`src/rtl/tqvp_hx2003_pulse_pkg.sv`:
```
// Shared definitions for the pulse sequencer: register offsets, CTRL/STAT
// field positions, the symbol encoding and the sequencer FSM state type.
package tqvp_hx2003_pulse_pkg;

  localparam logic [5:0] ADDR_CTRL  = 6'h00;
  localparam logic [5:0] ADDR_CARR  = 6'h04;
  localparam logic [5:0] ADDR_DUR   = 6'h08;
  localparam logic [5:0] ADDR_STAT  = 6'h0C;
  localparam logic [5:0] ADDR_LOOPS = 6'h10;

  localparam int CTRL_START     = 0;
  localparam int CTRL_LOOP      = 1;
  localparam int CTRL_IDLE_LVL  = 2;
  localparam int CTRL_CARR_EN   = 3;
  localparam int CTRL_IRQ_DONE  = 4;
  localparam int CTRL_IRQ_WRAP  = 5;
  localparam int CTRL_START_IDX = 8;
  localparam int CTRL_END_IDX   = 16;
  localparam int CTRL_PRESC     = 24;

  localparam int STAT_BUSY = 0;
  localparam int STAT_DONE = 1;
  localparam int STAT_WRAP = 2;

  // Bit 1 is the output level, bit 0 picks duration a/b.
  typedef enum logic [1:0] {
    SYM_LOW_A  = 2'b00,
    SYM_LOW_B  = 2'b01,
    SYM_HIGH_A = 2'b10,
    SYM_HIGH_B = 2'b11
  } symbol_e;

  typedef enum logic [1:0] {
    ST_IDLE = 2'd0,
    ST_LOAD = 2'd1,
    ST_RUN  = 2'd2,
    ST_DONE = 2'd3
  } state_e;

  function automatic logic symbol_level(input symbol_e s);
    return (s == SYM_HIGH_A) || (s == SYM_HIGH_B);
  endfunction

endpackage

```
`src/rtl/tqvp_hx2003_tick_gen.sv`:
```
// Power-of-two prescaler: emits a one-clk tick every 2^presc clk.
// A synchronous clear restarts the period so the first tick after the
// clear arrives a full period later.
module tqvp_hx2003_tick_gen #(
  parameter int PRESC_W = 4
) (
  input  logic               clk,
  input  logic               rst_n,
  input  logic               clear,
  input  logic [PRESC_W-1:0] presc,
  output logic               tick
);

  localparam int CNT_W = (1 << PRESC_W) - 1;

  logic [CNT_W-1:0] cnt;
  logic [CNT_W-1:0] period_mask;

  // >= keeps the tick alive if presc shrinks while the counter is high.
  assign period_mask = (CNT_W'(1) << presc) - CNT_W'(1);
  assign tick        = ~clear & (cnt >= period_mask);

  // Period counter, restarted on clear and after every tick.
  always_ff @(posedge clk) begin
    if (!rst_n || clear) cnt <= '0;
    else if (tick)       cnt <= '0;
    else                 cnt <= cnt + CNT_W'(1);
  end

endmodule

```
`src/rtl/tqvp_hx2003_pulse_sequencer.sv`:
```
// TinyQV peripheral that plays a stored program of 2-bit symbols on uo_out.
// Optional carrier generator and CARR register: define PULSE_SEQ_CARRIER_EN.
// Bus handshake: single-cycle access, data_ready is always 1; a write takes
// effect on the clk edge where data_write_n==2'b10, reads are combinational.
module tqvp_hx2003_pulse_sequencer
  import tqvp_hx2003_pulse_pkg::*;
#(
  parameter int NUM_SYMBOLS = 64,
  parameter int DUR_W       = 8,
  parameter int PRESC_W     = 4,
  parameter int CARRIER_W   = 16
) (
  input  logic        clk,
  input  logic        rst_n,
  input  logic [7:0]  ui_in,
  output logic [7:0]  uo_out,
  input  logic [5:0]  address,
  input  logic [31:0] data_in,
  input  logic [1:0]  data_write_n,
  input  logic [1:0]  data_read_n,
  output logic [31:0] data_out,
  output logic        data_ready,
  output logic        user_interrupt
);

  localparam int IDX_W     = $clog2(NUM_SYMBOLS);
  localparam int NUM_WORDS = NUM_SYMBOLS / 16;
  localparam int WORD_W    = (IDX_W > 4) ? IDX_W - 4 : 1;
  localparam logic [31:0] IDX_FIELD  = 32'((1 << IDX_W) - 1);
  localparam logic [31:0] PRE_FIELD  = 32'((1 << PRESC_W) - 1);
  localparam logic [7:0]  DUR_FIELD  = 8'((1 << DUR_W) - 1);
  localparam logic [31:0] CTRL_MASK  = 32'h3F | (IDX_FIELD << CTRL_START_IDX) |
                                       (IDX_FIELD << CTRL_END_IDX) | (PRE_FIELD << CTRL_PRESC);
  localparam logic [31:0] DUR_MASK   = {4{DUR_FIELD}};

  logic [31:0] ctrl_reg, dur_reg;
  logic [7:0]  loops_reg;
  logic [31:0] sym_mem [0:(1<<WORD_W)-1];
  logic        done_flag, wrap_flag;

  state_e            state, next_state;
  logic [IDX_W-1:0]  pc, fetch_idx;
  logic [DUR_W-1:0]  dur_cnt, fetch_dur;
  logic [7:0]        pass_left;
  logic              level, start_prev, tick;
  logic              do_fetch, wrap_hit, done_hit;
  logic [31:0]       fetch_bits;
  symbol_e           fetch_sym;
  logic              carrier_gate, tx_out, busy;

  wire                start       = ctrl_reg[CTRL_START];
  wire                loop_en     = ctrl_reg[CTRL_LOOP];
  wire                idle_level  = ctrl_reg[CTRL_IDLE_LVL];
  wire [IDX_W-1:0]    start_idx   = ctrl_reg[CTRL_START_IDX +: IDX_W];
  wire [IDX_W-1:0]    end_idx     = ctrl_reg[CTRL_END_IDX +: IDX_W];
  wire [PRESC_W-1:0]  presc       = ctrl_reg[CTRL_PRESC +: PRESC_W];

  wire wr_en    = (data_write_n == 2'b10);
  wire ram_hit  = address[5] && ({1'b0, address[4:2]} < 4'(NUM_WORDS));
  wire stat_w1c = wr_en && (address == ADDR_STAT);
  wire [WORD_W-1:0] bus_word = WORD_W'(address[4:2]);

`ifdef PULSE_SEQ_CARRIER_EN
  logic [CARRIER_W-1:0] carr_reg, car_cnt;
  logic                 carrier;
`endif

  // Bus-visible configuration registers and symbol RAM.
  always_ff @(posedge clk) begin
    if (!rst_n) begin
      ctrl_reg  <= '0;
      dur_reg   <= '0;
      loops_reg <= '0;
`ifdef PULSE_SEQ_CARRIER_EN
      carr_reg  <= '0;
`endif
      for (int i = 0; i < (1 << WORD_W); i++) sym_mem[i] <= '0;
    end else if (wr_en) begin
      case (address)
        ADDR_CTRL:  ctrl_reg  <= data_in & CTRL_MASK;
        ADDR_DUR:   dur_reg   <= data_in & DUR_MASK;
        ADDR_LOOPS: loops_reg <= data_in[7:0];
`ifdef PULSE_SEQ_CARRIER_EN
        ADDR_CARR:  carr_reg  <= data_in[CARRIER_W-1:0];
`endif
        default:    if (ram_hit) sym_mem[bus_word] <= data_in;
      endcase
    end
  end

  // Sticky status flags; a hardware set outranks a same-cycle W1C.
  always_ff @(posedge clk) begin
    if (!rst_n) begin
      done_flag <= 1'b0;
      wrap_flag <= 1'b0;
    end else begin
      done_flag <= done_hit | (done_flag & ~(stat_w1c & data_in[STAT_DONE]));
      wrap_flag <= wrap_hit | (wrap_flag & ~(stat_w1c & data_in[STAT_WRAP]));
    end
  end

  // FSM state register.
  always_ff @(posedge clk) begin
    if (!rst_n) state <= ST_IDLE;
    else        state <= next_state;
  end

  // Next state and symbol-fetch decisions; start low aborts from LOAD/RUN.
  always_comb begin
    next_state = state;
    do_fetch   = 1'b0;
    fetch_idx  = pc + IDX_W'(1);
    wrap_hit   = 1'b0;
    done_hit   = 1'b0;
    case (state)
      ST_IDLE: if (start && !start_prev) next_state = ST_LOAD;
      ST_LOAD: begin
        if (!start) next_state = ST_IDLE;
        else begin
          next_state = ST_RUN;
          do_fetch   = 1'b1;
          fetch_idx  = start_idx;
        end
      end
      ST_RUN: begin
        if (!start) next_state = ST_IDLE;
        else if (tick && dur_cnt == '0) begin
          if (pc == end_idx) begin
            if (loop_en && (loops_reg == 8'd0 || pass_left != 8'd0)) begin
              do_fetch  = 1'b1;
              fetch_idx = start_idx;
              wrap_hit  = 1'b1;
            end else begin
              next_state = ST_DONE;
              done_hit   = 1'b1;
            end
          end else begin
            do_fetch = 1'b1;
          end
        end
      end
      ST_DONE: next_state = ST_IDLE;
      default: next_state = ST_IDLE;
    endcase
  end

  // Symbol lookup and duration select for the index being fetched.
  always_comb begin
    fetch_bits = sym_mem[WORD_W'(fetch_idx >> 4)];
    fetch_sym  = symbol_e'(fetch_bits[{fetch_idx[3:0], 1'b0} +: 2]);
    case (fetch_sym)
      SYM_LOW_A:  fetch_dur = dur_reg[0  +: DUR_W];
      SYM_LOW_B:  fetch_dur = dur_reg[8  +: DUR_W];
      SYM_HIGH_A: fetch_dur = dur_reg[16 +: DUR_W];
      default:    fetch_dur = dur_reg[24 +: DUR_W];
    endcase
  end

  // Playback datapath: program counter, duration countdown, pass counter.
  always_ff @(posedge clk) begin
    if (!rst_n) begin
      pc         <= '0;
      dur_cnt    <= '0;
      level      <= 1'b0;
      pass_left  <= '0;
      start_prev <= 1'b0;
    end else begin
      start_prev <= start;
      if (state == ST_LOAD) pass_left <= loops_reg;
      if (do_fetch) begin
        pc      <= fetch_idx;
        dur_cnt <= fetch_dur;
        level   <= symbol_level(fetch_sym);
      end else if (state == ST_RUN && tick) begin
        dur_cnt <= dur_cnt - DUR_W'(1);
      end
      if (wrap_hit && loops_reg != 8'd0) pass_left <= pass_left - 8'd1;
    end
  end

  tqvp_hx2003_tick_gen #(.PRESC_W(PRESC_W)) u_tick_gen (
    .clk   (clk),
    .rst_n (rst_n),
    .clear (state != ST_RUN),
    .presc (presc),
    .tick  (tick)
  );

`ifdef PULSE_SEQ_CARRIER_EN
  // Carrier square wave, held at 0 outside RUN, toggling every C+1 clk.
  always_ff @(posedge clk) begin
    if (!rst_n || state != ST_RUN) begin
      car_cnt <= '0;
      carrier <= 1'b0;
    end else if (car_cnt >= carr_reg) begin
      car_cnt <= '0;
      carrier <= ~carrier;
    end else begin
      car_cnt <= car_cnt + CARRIER_W'(1);
    end
  end
  assign carrier_gate = ctrl_reg[CTRL_CARR_EN] ? carrier : 1'b1;
`else
  assign carrier_gate = 1'b1;
`endif

  assign busy           = (state == ST_LOAD) || (state == ST_RUN);
  assign tx_out         = (state == ST_RUN) ? (level & carrier_gate) : idle_level;
  assign uo_out         = {4'b0, busy, ~tx_out, tx_out, 1'b0};
  assign data_ready     = 1'b1;
  assign user_interrupt = (done_flag & ctrl_reg[CTRL_IRQ_DONE]) |
                          (wrap_flag & ctrl_reg[CTRL_IRQ_WRAP]);

  // Combinational read mux; unmapped addresses read 0.
  always_comb begin
    data_out = 32'd0;
    case (address)
      ADDR_CTRL:  data_out = ctrl_reg;
`ifdef PULSE_SEQ_CARRIER_EN
      ADDR_CARR:  data_out = 32'(carr_reg);
`endif
      ADDR_DUR:   data_out = dur_reg;
      ADDR_STAT:  data_out = {29'd0, wrap_flag, done_flag, busy};
      ADDR_LOOPS: data_out = {24'd0, loops_reg};
      default:    if (ram_hit) data_out = sym_mem[bus_word];
    endcase
  end

  wire _unused = &{1'b0, ui_in, data_read_n, fetch_bits, ctrl_reg, dur_reg};

endmodule

```
`config.mk`:
```
export PLATFORM = sky130hd
export DESIGN_NAME = tqvp_hx2003_pulse_sequencer
export DESIGN_NICKNAME = d
export VERILOG_FILES = /design/src/rtl/tqvp_hx2003_pulse_pkg.sv /design/src/rtl/tqvp_hx2003_tick_gen.sv /design/src/rtl/tqvp_hx2003_pulse_sequencer.sv
export SDC_FILE = /design/constraint.sdc
export NUM_CORES = 1
export LEC_CHECK = 0
export CAP_MARGIN = 15
export CORE_MARGIN = 2
export CORE_UTILIZATION = 25
export CTS_BUF_LIST = sky130_fd_sc_hd__clkbuf_8
export DETAILED_ROUTE_END_ITERATION = 6
export GPL_ROUTABILITY_DRIVEN = 0
export SYNTH_ARGS = -nofsm -noshare
export SYNTH_HDL_FRONTEND = slang
export SYNTH_HIERARCHICAL = 1
export SYNTH_SLANG_ARGS = --single-unit
```
`constraint.sdc`:
```
create_clock -name clk -period 6.2 [get_ports clk]
set_clock_uncertainty 0.05 [all_clocks]
set_input_delay 0.62 -clock clk [delete_from_list [all_inputs] [get_ports clk]]
set_output_delay 0.62 -clock clk [all_outputs]
set_load 0.01 [all_outputs]
```
==> results of run 1 <==
[where the power goes]
part	internal, mW	leakage [nW]	switching, mW
clock network	0.702	0.408	0.650
registers	1.68	2.07	0.0300
logic	0.177	3.24	0.230
total	2.56	5.72	0.910
[per-stage QoR]
stage / hold WS [ps] / power, mW / setup slack, ps / utilization / std cells
floorplan: 386.0 / 1.949 / 64.46 / - / 1336
global placement: 391.1 / 2.125 / -588.2 / 0.2927 / 2099
detailed placement: 410.1 / 2.132 / -586.9 / 0.2927 / 2099
CTS: 417.9 / 3.485 / -9.556 / 0.3085 / 2166
global route: 446.3 / 3.584 / -261.1 / 0.3118 / 2175
finish: 421.6 / 3.469 / 18.98 / 0.3118 / 2176
[critical path, cell delays in order (launching register included)]
cell and delay (ps):
sky130_fd_sc_hd__dfxtp_2 320, sky130_fd_sc_hd__or2_4 240, sky130_fd_sc_hd__or3_4 390, sky130_fd_sc_hd__ha_4 190, sky130_fd_sc_hd__buf_6 130, sky130_fd_sc_hd__a21o_1 160, sky130_fd_sc_hd__a32oi_2 180, sky130_fd_sc_hd__ha_1 200
sky130_fd_sc_hd__nand4_1 130, sky130_fd_sc_hd__nor3_2 170, sky130_fd_sc_hd__o21bai_1 120, sky130_fd_sc_hd__a31oi_1 200, sky130_fd_sc_hd__buf_4 160, sky130_fd_sc_hd__nor4bb_4 180, sky130_fd_sc_hd__buf_4 150, sky130_fd_sc_hd__nand4_1 170
sky130_fd_sc_hd__nor4_1 440, sky130_fd_sc_hd__o21ai_0 260, sky130_fd_sc_hd__nand2_1 180, sky130_fd_sc_hd__buf_6 180, sky130_fd_sc_hd__buf_4 180, sky130_fd_sc_hd__mux2_2 350, sky130_fd_sc_hd__a211o_1 290, sky130_fd_sc_hd__a211o_1 280
sky130_fd_sc_hd__and2_2 250, sky130_fd_sc_hd__a2111oi_2 340, sky130_fd_sc_hd__buf_4 160, sky130_fd_sc_hd__a211oi_1 30
[synthesized netlist by cell type, drive strengths merged (9+ instances only)]
| library cell | n | area [um2] |
|---|---|---|
| nand2 | 243 | 912.1 |
| nor2 | 156 | 615.6 |
| edfxtp | 128 | 3844 |
| dfxtp | 105 | 2102 |
| a21oi | 98 | 494.2 |
| clkbuf | 68 | 255.2 |
| inv | 55 | 206.4 |
| mux4 | 49 | 1130 |
| nand3 | 44 | 230.2 |
| o21ai | 42 | 214.0 |
| a22oi | 31 | 232.7 |
| buf | 26 | 191.4 |
| ha | 26 | 325.3 |
| mux2i | 23 | 230.2 |
| xnor2 | 22 | 192.7 |
| nor3 | 21 | 110.1 |
| a22o | 16 | 140.1 |
| a211oi | 14 | 110.1 |
| nor4 | 14 | 102.6 |
| xor2 | 12 | 105.1 |
| nand4 | 10 | 77.57 |
| and3 | 9 | 56.30 |
| o211ai | 9 | 81.33 |
[per-layer routing]
metal / global-route usage / vias up
met1: 0.1931 / 5479
li1: - / 5084
met3: 0.02891 / 105
met4: 0.08226 / 6
met2: 0.2768 / 490
met5: 0 / -
[final cells by class]
| cell class | count | area (um2) |
|---|---|---|
| Multi-Input combinational cell | 954 | 6536 |
| Inverter | 55 | 206.4 |
| Antenna cell | 2 | 5.005 |
| Sequential cell | 233 | 5947 |
| Fill cell | 5296 | 35160 |
| Tap cell | 680 | 850.8 |
| Clock buffer | 38 | 523.0 |
| Clock inverter | 28 | 203.9 |
| Timing Repair Buffer | 186 | 1660 |
[kinds of logic after synthesis]
group                    Yosys count  share of synthesized area
XOR/XNOR                          34                    0.02311
AO/OA/AOI/OAI                    278                     0.1456
AND/OR/NAND/NOR                  531                     0.1816
buffers and inverters            149                    0.05069
other                              2                  0.0005829
multiplexers                      79                     0.1117
flip-flops                       233                     0.4615
adder cells (fa/ha/maj)           26                    0.02525
[worst max-delay path by stage]
stage / from / endpoint / cells after the start
after floorplan: ctrl_reg[24]$_SDFFE_PN0P_ / dur_cnt[0]$_SDFFE_PN0P_ / 28
after global placement: ctrl_reg[25]$_SDFFE_PN0P_ / dur_cnt[0]$_SDFFE_PN0P_ / 28
after detailed placement: ctrl_reg[25]$_SDFFE_PN0P_ / dur_cnt[0]$_SDFFE_PN0P_ / 28
after CTS: ctrl_reg[25]$_SDFFE_PN0P_ / dur_cnt[3]$_SDFFE_PN0P_ / 30
after global routing: ctrl_reg[25]$_SDFFE_PN0P_ / dur_cnt[1]$_SDFFE_PN0P_ / 28
final: ctrl_reg[25]$_SDFFE_PN0P_ / dur_cnt[3]$_SDFFE_PN0P_ / 27
[repair_timing]
action | 4_1_cts | 5_1_grt
setup buffers | 1 | 6
resized for setup | 20 | 18
pin swaps | 9 | 23
hold buffers | 0 | 0
endpoints found under the setup margin | 9 | 9
gates cloned | 0 | 0
==> summary.log, run 1 <==
INFO  outcome        outcome=finished clean
INFO  floorplanning  die_h=231.0um
INFO  timing         relSlewSlack=0.3303
INFO  final_layout   mostFrequentLayoutCell=sky130_fd_sc_hd__nand2_1
INFO  synthesis      dominant_synthesized_flop_cell=sky130_fd_sc_hd__edfxtp_1
INFO  timing         final-max-slew-violation-count=0
INFO  clock_network  tritoncts.num_buffers=38
INFO  setup_path     start_kind=flip-flop
INFO  setup_path     critPathCaptureType=flip-flop
INFO  global_routing wire_length_of_the_first_global_routing_pass=65.74mm
INFO  synthesis      synth_cells=1332
INFO  power_and_ir_drop leakage_power=5.719nW
INFO  floorplanning  row_count=83
INFO  synthesis      synth-seq-cells=233
INFO  clock_network  cts_tree=built
INFO  synthesis      postSynthAreaPerCell=9.672um2
INFO  floorplanning  pin_count=94
INFO  final_layout   postLayoutCellArea=15930um2
INFO  setup_path     worst_r2r_path_depth=27
INFO  drt            via_count=11.16k
INFO  timing         min_period_over_period=0.9969
INFO  clock_network  clock_tree.root_cell=sky130_fd_sc_hd__clkbuf_8
INFO  timing         report.final.setup_viol=0
INFO  flow_run       max_cap_violations=0
INFO  global_routing globalRouteTotalUtil=0.1612
INFO  setup_path     worst_ep_required_time=6600ps
INFO  synthesis      yosys_warnings=6
INFO  floorplanning  core-area=51090um2
INFO  placement      portBuffers=77
INFO  setup_path     reg2reg_slack=20ps
INFO  hold_path      hold_class=flip-flop to flip-flop
INFO  final_layout   drive_gt1_frac=0.1861
INFO  drt            avgRoutedWirePerCell=20.24um
INFO  setup_path     crit-reg2reg-launch=ctrl_reg[25]$_SDFFE_PN0P_
INFO  global_routing grt_max_degree=80
INFO  final_layout   synth_to_final_area_change=23.67%
INFO  drt            drcViolationCount=0
INFO  global_routing grt_pass1_vias=10.88k
INFO  setup_path     worst-setup-path-type=flip-flop to flip-flop
INFO  setup_path     worstPathArrival=6580ps
INFO  power_and_ir_drop power_density=217.8nW/um2
INFO  drt            detailedRoute.firstIterationViolations=1046
INFO  drt            highest-signal-layer=met5
INFO  final_layout   final_cell_mix=sky130_fd_sc_hd__nand2_1 (243), sky130_fd_sc_hd__nor2_1 (143), sky130_fd_sc_hd__edfxtp_1 (128)
INFO  drt            wl_met1=17.03mm
INFO  placement      placed_cell_area=14960um2
INFO  drt            detail-route-antenna-nets=0
INFO  timing         final.min_clock_period=6181ps
INFO  global_routing grt_overflow_total=0
INFO  clock_network  cts-root-to-sink-buffers=3
INFO  hold_path      hold-path-endpoint=ctrl_reg[3]$_SDFFE_PN0P_
INFO  synthesis      ys_async_sr_fraction=0
INFO  hold_path      timing.hold.worst_path_depth=2
INFO  global_routing initial_antenna_violation_count=4
INFO  timing         finalHoldViolations=0
INFO  timing         fin_tns_setup=0ps
INFO  setup_path     cp_max_fo=7
INFO  power_and_ir_drop ir_drop=0.0001017V
INFO  final_layout   num-nets-final=1546
INFO  timing         fmax=161.8MHz
INFO  synthesis      ys_seq_area_frac=0.4615
INFO  timing         rsz0062_at_grt=yes
INFO  clock_network  clkTransAtPathRegs=60ps
INFO  clock_network  worstSkewPairLatency=570ps
INFO  timing         tightest_slew=1002ps
INFO  synthesis      synth_enable_flop_cells=128
INFO  drt            met2_length=21.56mm
INFO  synthesis      netlist_area=12880um2
INFO  clock_network  clkSinkCount=233
INFO  final_layout   largest_register_ffs=128
INFO  hold_path      worstHoldStart=ctrl_reg[3]$_SDFFE_PN0P_
INFO  drt            route.met3.wl=3.225mm
INFO  drt            wl=44.04mm
INFO  placement      dp_hpwl=30.78mm
INFO  setup_path     r2r-end=dur_cnt[3]$_SDFFE_PN0P_
INFO  floorplanning  floorplan.die_area=53370um2
INFO  synthesis      synth.lib_cells_used.distinct=78
INFO  floorplanning  start_util=0.2522
INFO  clock_network  htreeDepth=2
INFO  floorplanning  die-width=231.0um
INFO  drt            post_drt_via_cell_ratio=5.131
INFO  drt            dr.pass1.iters=5
Power figures use the tool's default switching activity.
==> run 2, diff against run 1 <==
--- a/config.mk
+++ b/config.mk
@@ -7,10 +7,11 @@
 export LEC_CHECK = 0
 export CAP_MARGIN = 15
 export CORE_MARGIN = 2
-export CORE_UTILIZATION = 25
+export CORE_UTILIZATION = 45
 export CTS_BUF_LIST = sky130_fd_sc_hd__clkbuf_8
 export DETAILED_ROUTE_END_ITERATION = 6
 export GPL_ROUTABILITY_DRIVEN = 0
+export PLACE_DENSITY = 0.66
 export SYNTH_ARGS = -nofsm -noshare
 export SYNTH_HDL_FRONTEND = slang
 export SYNTH_HIERARCHICAL = 1
==> summary.log, run 2 (synthesis gave the netlist of run 1 again) <==
INFO  placement      placed_cell_area=14530um2 [-2.9%]
INFO  drt            detailedRoute.firstIterationViolations=1199 [+15%]
INFO  drt            detail-route-antenna-nets=0 [unchanged]
INFO  outcome        outcome=complete, but fails checks
INFO  setup_path     critPathCaptureType=flip-flop
INFO  hold_path      hold_class=flip-flop to flip-flop
INFO  final_layout   area.sequential=5948um2 [about the same]
INFO  clock_network  tritoncts.num_buffers=41 [+7.9%]
INFO  setup_path     crit-reg2reg-launch=ctrl_reg[24]$_SDFFE_PN0P_
INFO  timing         min_period_over_period=1.006 [+0.009382]
INFO  timing         timing.hold.ws=410.5ps [-11.09 ps]
INFO  floorplanning  floorplan.die_area=30000um2 [-44%]
INFO  outcome        failed_checks=capacitance limit, setup timing
INFO  drt            via_count=11.11k [-0.46%]
INFO  setup_path     timing.critical_path.slowest_cell_delay=400ps [-40 ps]
INFO  final_layout   multiInputGateArea=6634um2 [+1.5%]
INFO  timing         rsz0062_at_grt=yes
INFO  drt            wl_met1=16.08mm [-5.6%]
INFO  setup_path     worst_path_most_repeated_cell=sky130_fd_sc_hd__buf_4
INFO  setup_path     critPathSlowestCell=sky130_fd_sc_hd__or3_4
INFO  power_and_ir_drop report.power.total=3.400mW [-2.0%]
INFO  drt            met2_length=18.18mm [-16%]
INFO  timing         fin_tns_setup=-123.4ps [-123.4 ps]
INFO  drt            avgRoutedWirePerCell=21.12um [+4.3%]
INFO  global_routing globalRouteTotalUtil=0.2571 [+0.09588]
INFO  timing         final.min_clock_period=6239ps [+58.17 ps]
INFO  global_routing grt_overflow_total=0 [unchanged]
INFO  final_layout   postLayoutCellArea=15680um2 [-1.6%]
INFO  drt            dr.pass1.iters=6 [+1]
INFO  final_layout   n_antenna_cell=0 [-2]
INFO  drt            wl=39.81mm [-9.6%]
INFO  clock_network  cts-root-to-sink-buffers=3 [unchanged]
INFO  floorplanning  start_util=0.4600 [+0.2078]
INFO  final_layout   mostFrequentLayoutCell=sky130_fd_sc_hd__nand2_1
INFO  setup_path     r2r-end=dur_cnt[6]$_SDFFE_PN0P_
INFO  setup_path     start_kind=flip-flop
INFO  drt            route.met3.wl=3.911mm [+21%]
INFO  setup_path     critical-path-top-delay-family=simple AND/OR/NAND/NOR gates
INFO  setup_path     cp_max_fo=6 [-1]
INFO  drt            highest-signal-layer=met4
INFO  setup_path     timing.critical_path.buf_inv=11 [+5]
INFO  power_and_ir_drop power_density=216.8nW/um2 [-0.42%]
INFO  final_layout   largest_register_ffs=128 [unchanged]
INFO  setup_path     worst_r2r_path_depth=32 [+19%]
INFO  setup_path     worst_ep_required_time=6610ps [about the same]
INFO  power_and_ir_drop ir_drop=0.0001318V [+30%]
INFO  global_routing wire_length_of_the_first_global_routing_pass=60.24mm [-8.4%]
INFO  hold_path      hold-path-endpoint=ctrl_reg[3]$_SDFFE_PN0P_
INFO  clock_network  clkSinkCount=233 [unchanged]
INFO  timing         report.final.setup_viol=5 [+5]
INFO  setup_path     worst-setup-path-type=flip-flop to flip-flop
INFO  timing         finalHoldViolations=0 [unchanged]
INFO  clock_network  htreeDepth=2 [unchanged]
INFO  timing         final-max-slew-violation-count=0 [unchanged]
INFO  global_routing initial_antenna_violation_count=0 [-4]
INFO  hold_path      worstHoldStart=ctrl_reg[3]$_SDFFE_PN0P_
INFO  timing         worst_slack=-39.19ps [-58.17 ps]
INFO  final_layout   drive_gt1_frac=0.2011 [+0.01498]
INFO  clock_network  clock_tree.root_cell=sky130_fd_sc_hd__clkbuf_8
INFO  floorplanning  pin_count=94 [unchanged]
INFO  setup_path     worstSetupPathDepth=32 [+19%]
INFO  power_and_ir_drop leakage_power=5.795nW [+1.3%]
INFO  final_layout   layout.filler_cells=2487 [-53%]
INFO  setup_path     worstPathArrival=6650ps [+70 ps]
INFO  placement      portBuffers=77 [unchanged]
INFO  floorplanning  die-width=173.2um [-25%]
INFO  flow_run       max_cap_violations=1 [+1]
INFO  clock_network  cts_tree=built
INFO  final_layout   final_cell_mix=sky130_fd_sc_hd__nand2_1 (239), sky130_fd_sc_hd__nor2_1 (143), sky130_fd_sc_hd__edfxtp_1 (128)
INFO  timing         tightest_slew=1473ps [+471.3 ps]
INFO  clock_network  clkTransAtPathRegs=60ps [about the same]
INFO  global_routing grt_max_degree=80 [unchanged]
INFO  timing         fmax=160.3MHz [-0.93%]
INFO  global_routing grt_pass1_vias=10.48k [-3.7%]
INFO  timing         relSlewSlack=0.01341 [-0.3169]
INFO  floorplanning  die_h=173.2um [-25%]
INFO  hold_path      timing.hold.worst_path_depth=2 [unchanged]
INFO  floorplanning  row_count=61 [-27%]
INFO  drt            drcViolationCount=0 [unchanged]
INFO  final_layout   num-nets-final=1556 [+0.65%]
INFO  setup_path     reg2reg_slack=-40ps [-60 ps]
INFO  clock_network  worstSkewPairLatency=560ps [about the same]
INFO  floorplanning  core-area=28010um2 [-45%]
INFO  drt            post_drt_via_cell_ratio=5.895 [+15%]
INFO  placement      dp_hpwl=27.57mm [-10%]
INFO  final_layout   synth_to_final_area_change=21.70%
## run 2: what timing repair did
action / in CTS / in global routing
cloned: 0 / 0
hold buffers: 0 / 0
buffers inserted: 3 / 12
pin swaps: 8 / 30
endpoints found under the setup margin: 9 / 9
resized for setup: 21 / 57
## run 2: how the worst max path moves through the flow
stage / end / slack [ps] / startpoint
6_report: dur_cnt[6]$_SDFFE_PN0P_ / -40 / ctrl_reg[24]$_SDFFE_PN0P_
5_1_grt: dur_cnt[2]$_SDFFE_PN0P_ / -290 / ctrl_reg[24]$_SDFFE_PN0P_
3_3_place_gp: dur_cnt[4]$_SDFFE_PN0P_ / -340 / ctrl_reg[25]$_SDFFE_PN0P_
3_5_place_dp: dur_cnt[4]$_SDFFE_PN0P_ / -380 / ctrl_reg[25]$_SDFFE_PN0P_
4_1_cts: dur_cnt[4]$_SDFFE_PN0P_ / 3 / ctrl_reg[25]$_SDFFE_PN0P_
2_1_floorplan: dur_cnt[0]$_SDFFE_PN0P_ / 60 / ctrl_reg[24]$_SDFFE_PN0P_
## run 2: power by group
| group | internal, mW | switching [mW] | leakage [nW] |
|---|---|---|---|
| Clock | 0.619 | 0.649 | 0.435 |
| Sequential | 1.68 | 0.0302 | 2.07 |
| Combinational | 0.189 | 0.232 | 3.29 |
## run 2: layout make-up
type                            count  area share
Clock buffer                       41     0.03599
Clock inverter                     31    0.008698
Inverter                           55     0.01317
Multi-Input combinational cell    954      0.4231
Sequential cell                   233      0.3794
Tap cell                          378     0.03017
Timing Repair Buffer              193      0.1095
## run 2: routing by layer
layer	track usage	vias to the layer above
met5	0	-
met3	0.04683	104
li1	-	5115
met1	0.3485	5316
met2	0.4062	578
met4	0.1095	0
## run 2: through the flow
stage | std cells | setup slack [ps] | utilization
after floorplan | 1336 | 64.46 | -
after global placement | 1797 | -341.3 | 0.5186
after detailed placement | 1797 | -382.7 | 0.5186
after CTS | 1872 | 3.209 | 0.5468
after global routing | 1885 | -293.7 | 0.5597
final | 1885 | -39.19 | 0.5597
## run 2: worst min-delay path, stage by stage, from the launching register on
cell                      delay, ps
sky130_fd_sc_hd__dfxtp_1        310
sky130_fd_sc_hd__nand2_1         50
sky130_fd_sc_hd__a21oi_1         50
==> run 3, diff against run 2 <==
--- a/config.mk
+++ b/config.mk
@@ -5,6 +5,7 @@
 export SDC_FILE = /design/constraint.sdc
 export NUM_CORES = 1
 export LEC_CHECK = 0
+export ABC_AREA = 1
 export CAP_MARGIN = 15
 export CORE_MARGIN = 2
 export CORE_UTILIZATION = 45
==> summary.log, run 3 <==
INFO  power_and_ir_drop ir_drop=0.0002330V [+77%]
INFO  drt            avgRoutedWirePerCell=19.38um [-8.2%]
INFO  floorplanning  start_util=0.4606 [+0.0006335]
INFO  final_layout   final_non_filler_cell_total=2206 [+17%]
INFO  global_routing wire_length_of_the_first_global_routing_pass=64.63mm [+7.3%]
INFO  synthesis      synth.largest_area_cell=sky130_fd_sc_hd__edfxtp_1
INFO  setup_path     worstPathArrival=6010ps [-640 ps]
INFO  synthesis      synth.lib_cells_used.distinct=57 [-27%]
INFO  synthesis      synth_enable_flop_cells=128 [unchanged]
INFO  synthesis      synthMostInstantiatedCell=sky130_fd_sc_hd__nand2_1
INFO  hold_path      hold_class=flip-flop to flip-flop
INFO  synthesis      ys_async_sr_fraction=0 [unchanged]
INFO  floorplanning  floorplan.die_area=30930um2 [+3.1%]
INFO  drt            drcViolationCount=0 [unchanged]
INFO  setup_path     crit-reg2reg-launch=ctrl_reg[24]$_SDFFE_PN0P_
INFO  setup_path     timing.critical_path.slowest_cell_delay=430ps [+30 ps]
INFO  setup_path     critPathSlowestCell=sky130_fd_sc_hd__dfxtp_1
INFO  global_routing globalRouteTotalUtil=0.2719 [+0.01475]
INFO  placement      preCtsSetupSlack=423.1ps [+805.7 ps]
INFO  timing         fmax=178.9MHz [+12%]
INFO  setup_path     reg2reg_slack=610ps [+650 ps]
INFO  setup_path     worst_path_most_repeated_cell=sky130_fd_sc_hd__nand2_1
INFO  clock_network  tritoncts.num_buffers=42 [+2.4%]
INFO  synthesis      yosys_warnings=6 [unchanged]
INFO  setup_path     r2r-end=dur_cnt[3]$_SDFFE_PN0P_
INFO  timing         relSlewSlack=0.2834 [+0.2700]
INFO  setup_path     worst-setup-path-type=flip-flop to flip-flop
INFO  final_layout   finalCoreUtilization=0.5250 [-0.03473]
INFO  power_and_ir_drop leakage_power=6.348nW [+9.5%]
INFO  timing         worst_slack=611.6ps [+650.8 ps]
INFO  synthesis      synth_top_cells_by_count=sky130_fd_sc_hd__nand2_1 (355), sky130_fd_sc_hd__nor2_1 (207), sky130_fd_sc_hd__inv_1 (199), sky130_fd_sc_hd__nand3_1 (199), sky130_fd_sc_hd__o21ai_0 (138)
INFO  floorplanning  die_h=175.9um [+1.5%]
INFO  clock_network  worstSkewPairLatency=560ps [about the same]
INFO  timing         final-max-slew-violation-count=0 [unchanged]
INFO  synthesis      netlist_area=13290um2 [+3.2%]
INFO  setup_path     start_kind=flip-flop
INFO  global_routing grt_pass1_vias=11.99k [+14%]
INFO  synthesis      ys_seq_area_frac=0.4473 [-0.01416]
INFO  power_and_ir_drop report.power.total=5.563mW [+64%]
INFO  timing         min_period_over_period=0.9013 [-0.1050]
INFO  flow_run       max_cap_violations=0 [-1]
INFO  global_routing grt_overflow_total=0 [unchanged]
INFO  timing         final.min_clock_period=5588ps [-650.8 ps]
INFO  global_routing grt_max_degree=61 [-24%]
INFO  setup_path     critPathCaptureType=flip-flop
INFO  hold_path      worstHoldStart=u_tick_gen/cnt[0]$_SDFF_PP0_
INFO  final_layout   n_antenna_cell=0 [unchanged]
INFO  timing         timing.hold.ws=393.1ps [-17.39 ps]
INFO  synthesis      postSynthAreaPerCell=7.674um2 [-21%]
INFO  drt            dr.pass1.iters=6 [unchanged]
INFO  final_layout   num-nets-final=1868 [+20%]
INFO  setup_path     worst_r2r_path_depth=36 [+13%]
INFO  synthesis      synth_cells=1732 [+30%]
INFO  synthesis      dominant_synthesized_flop_cell=sky130_fd_sc_hd__edfxtp_1
INFO  floorplanning  die-width=175.9um [+1.5%]
INFO  floorplanning  core-area=28860um2 [+3.0%]
INFO  clock_network  htreeDepth=2 [unchanged]
INFO  hold_path      hold-path-endpoint=u_tick_gen/cnt[0]$_SDFF_PP0_
INFO  setup_path     cp_max_fo=43 [+37]
INFO  clock_network  postCtsSetupRepairBufs=0 [-3]
INFO  global_routing initial_antenna_violation_count=0 [unchanged]
INFO  placement      dp_hpwl=28.07mm [+1.8%]
INFO  floorplanning  row_count=62 [+1.6%]
INFO  drt            detailedRoute.firstIterationViolations=1345 [+12%]
INFO  clock_network  cts-resized-gates=0 [-100%]
INFO  placement      placedCellCount=2129 [+18%]
INFO  clock_network  cts_hold_buffers=0 [unchanged]
INFO  placement      portBuffers=77 [unchanged]
INFO  final_layout   largest_register_ffs=128 [unchanged]
INFO  timing         finalHoldViolations=0 [unchanged]
INFO  drt            via_count=12.57k [+13%]
INFO  final_layout   mostFrequentLayoutCell=sky130_fd_sc_hd__nand2_1
INFO  synthesis      synth.top_cells.by_area=sky130_fd_sc_hd__edfxtp_1 (29%), sky130_fd_sc_hd__dfxtp_1 (16%), sky130_fd_sc_hd__nand2_1 (10%)
INFO  drt            detail-route-antenna-nets=0 [unchanged]
INFO  synthesis      yosysTopAreaCellShare=0.2892 [-0.009155]
INFO  clock_network  cts-root-to-sink-buffers=3 [unchanged]
INFO  clock_network  clock_tree.root_cell=sky130_fd_sc_hd__clkbuf_8
INFO  synthesis      synth-seq-cells=233 [unchanged]
INFO  clock_network  clkSinkCount=233 [unchanged]
INFO  clock_network  clkTransAtPathRegs=60ps [about the same]
INFO  final_layout   drive_gt1_frac=0.09111 [-0.1100]
INFO  setup_path     worst_ep_required_time=6630ps [+20 ps]
INFO  timing         report.final.setup_viol=0 [-5]
INFO  final_layout   synth_to_final_area_change=13.99%
INFO  final_layout   final_cell_mix=sky130_fd_sc_hd__nand2_1 (354), sky130_fd_sc_hd__inv_1 (211), sky130_fd_sc_hd__nor2_1 (203)
INFO  timing         rsz0062_at_grt=no
INFO  timing         fin_tns_setup=0ps [+123.4 ps]
INFO  drt            post_drt_via_cell_ratio=5.697 [-3.4%]
INFO  outcome        outcome=finished clean
INFO  power_and_ir_drop power_density=367.2nW/um2 [+69%]
INFO  drt            wl=42.76mm [+7.4%]
INFO  timing         tightest_slew=1074ps [-399.7 ps]
INFO  final_layout   postLayoutCellArea=15150um2 [-3.4%]
INFO  floorplanning  pin_count=94 [unchanged]
INFO  hold_path      timing.hold.worst_path_depth=1 [-1]
INFO  placement      placed_cell_area=14320um2 [-1.5%]
INFO  clock_network  cts_tree=built
## run 3: area by class of cell
cell class | count | area, um2
timing repair buffer | 109 | 1059
clock inverter | 28 | 138.9
sequential | 233 | 5948
clock buffer | 48 | 660.6
inverter | 211 | 794.5
tap | 384 | 480.5
multi-input combinational | 1193 | 6070
fill | 2812 | 13710
## run 3: where the power goes
group	switching, mW	internal (mW)	leakage [nW]
registers	0.0335	1.69	2.07
logic	1.72	0.712	3.83
clock network	0.658	0.746	0.452
## run 3: critical path, delay by kind of cell, from the launching register on
family                     cells  cell delay, ps
AOI/OAI and AO/OA              3             540
and+or+nand+nor               28            3290
xor gates and xnor gates       1             140
adders and majority gates      2             520
DFF                            1             430
buffers and inverters          2             520
## run 3: worst max path at each step
stage	startpoint	to	depth (start not counted)
2_1_floorplan	ctrl_reg[27]$_SDFFE_PN0P_	dur_cnt[5]$_SDFFE_PN0P_	39
3_3_place_gp	ctrl_reg[26]$_SDFFE_PN0P_	dur_cnt[3]$_SDFFE_PN0P_	35
3_5_place_dp	ctrl_reg[26]$_SDFFE_PN0P_	dur_cnt[3]$_SDFFE_PN0P_	35
4_1_cts	ctrl_reg[26]$_SDFFE_PN0P_	dur_cnt[3]$_SDFFE_PN0P_	34
5_1_grt	ctrl_reg[24]$_SDFFE_PN0P_	dur_cnt[3]$_SDFFE_PN0P_	36
6_report	ctrl_reg[24]$_SDFFE_PN0P_	dur_cnt[3]$_SDFFE_PN0P_	36
## run 3: per-layer routing
metal | routed length, um | vias to the layer above | track usage
met4 | 2101 | 0 | 0.1388
met5 | 0 | - | 0
li1 | - | 5862 | -
met2 | 19040 | 725 | 0.4295
met1 | 16670 | 5835 | 0.3581
met3 | 4946 | 146 | 0.04913
## run 3: logic make-up after synthesis
logic type / Yosys count / share of synthesized area
AOI/OAI and AO/OA: 305 / 0.1346
xor gates and xnor gates: 24 / 0.01638
DFF: 233 / 0.4473
buffers and inverters: 310 / 0.1022
adders and majority gates: 26 / 0.02448
other: 2 / 0.0005650
and+or+nand+nor: 832 / 0.2744
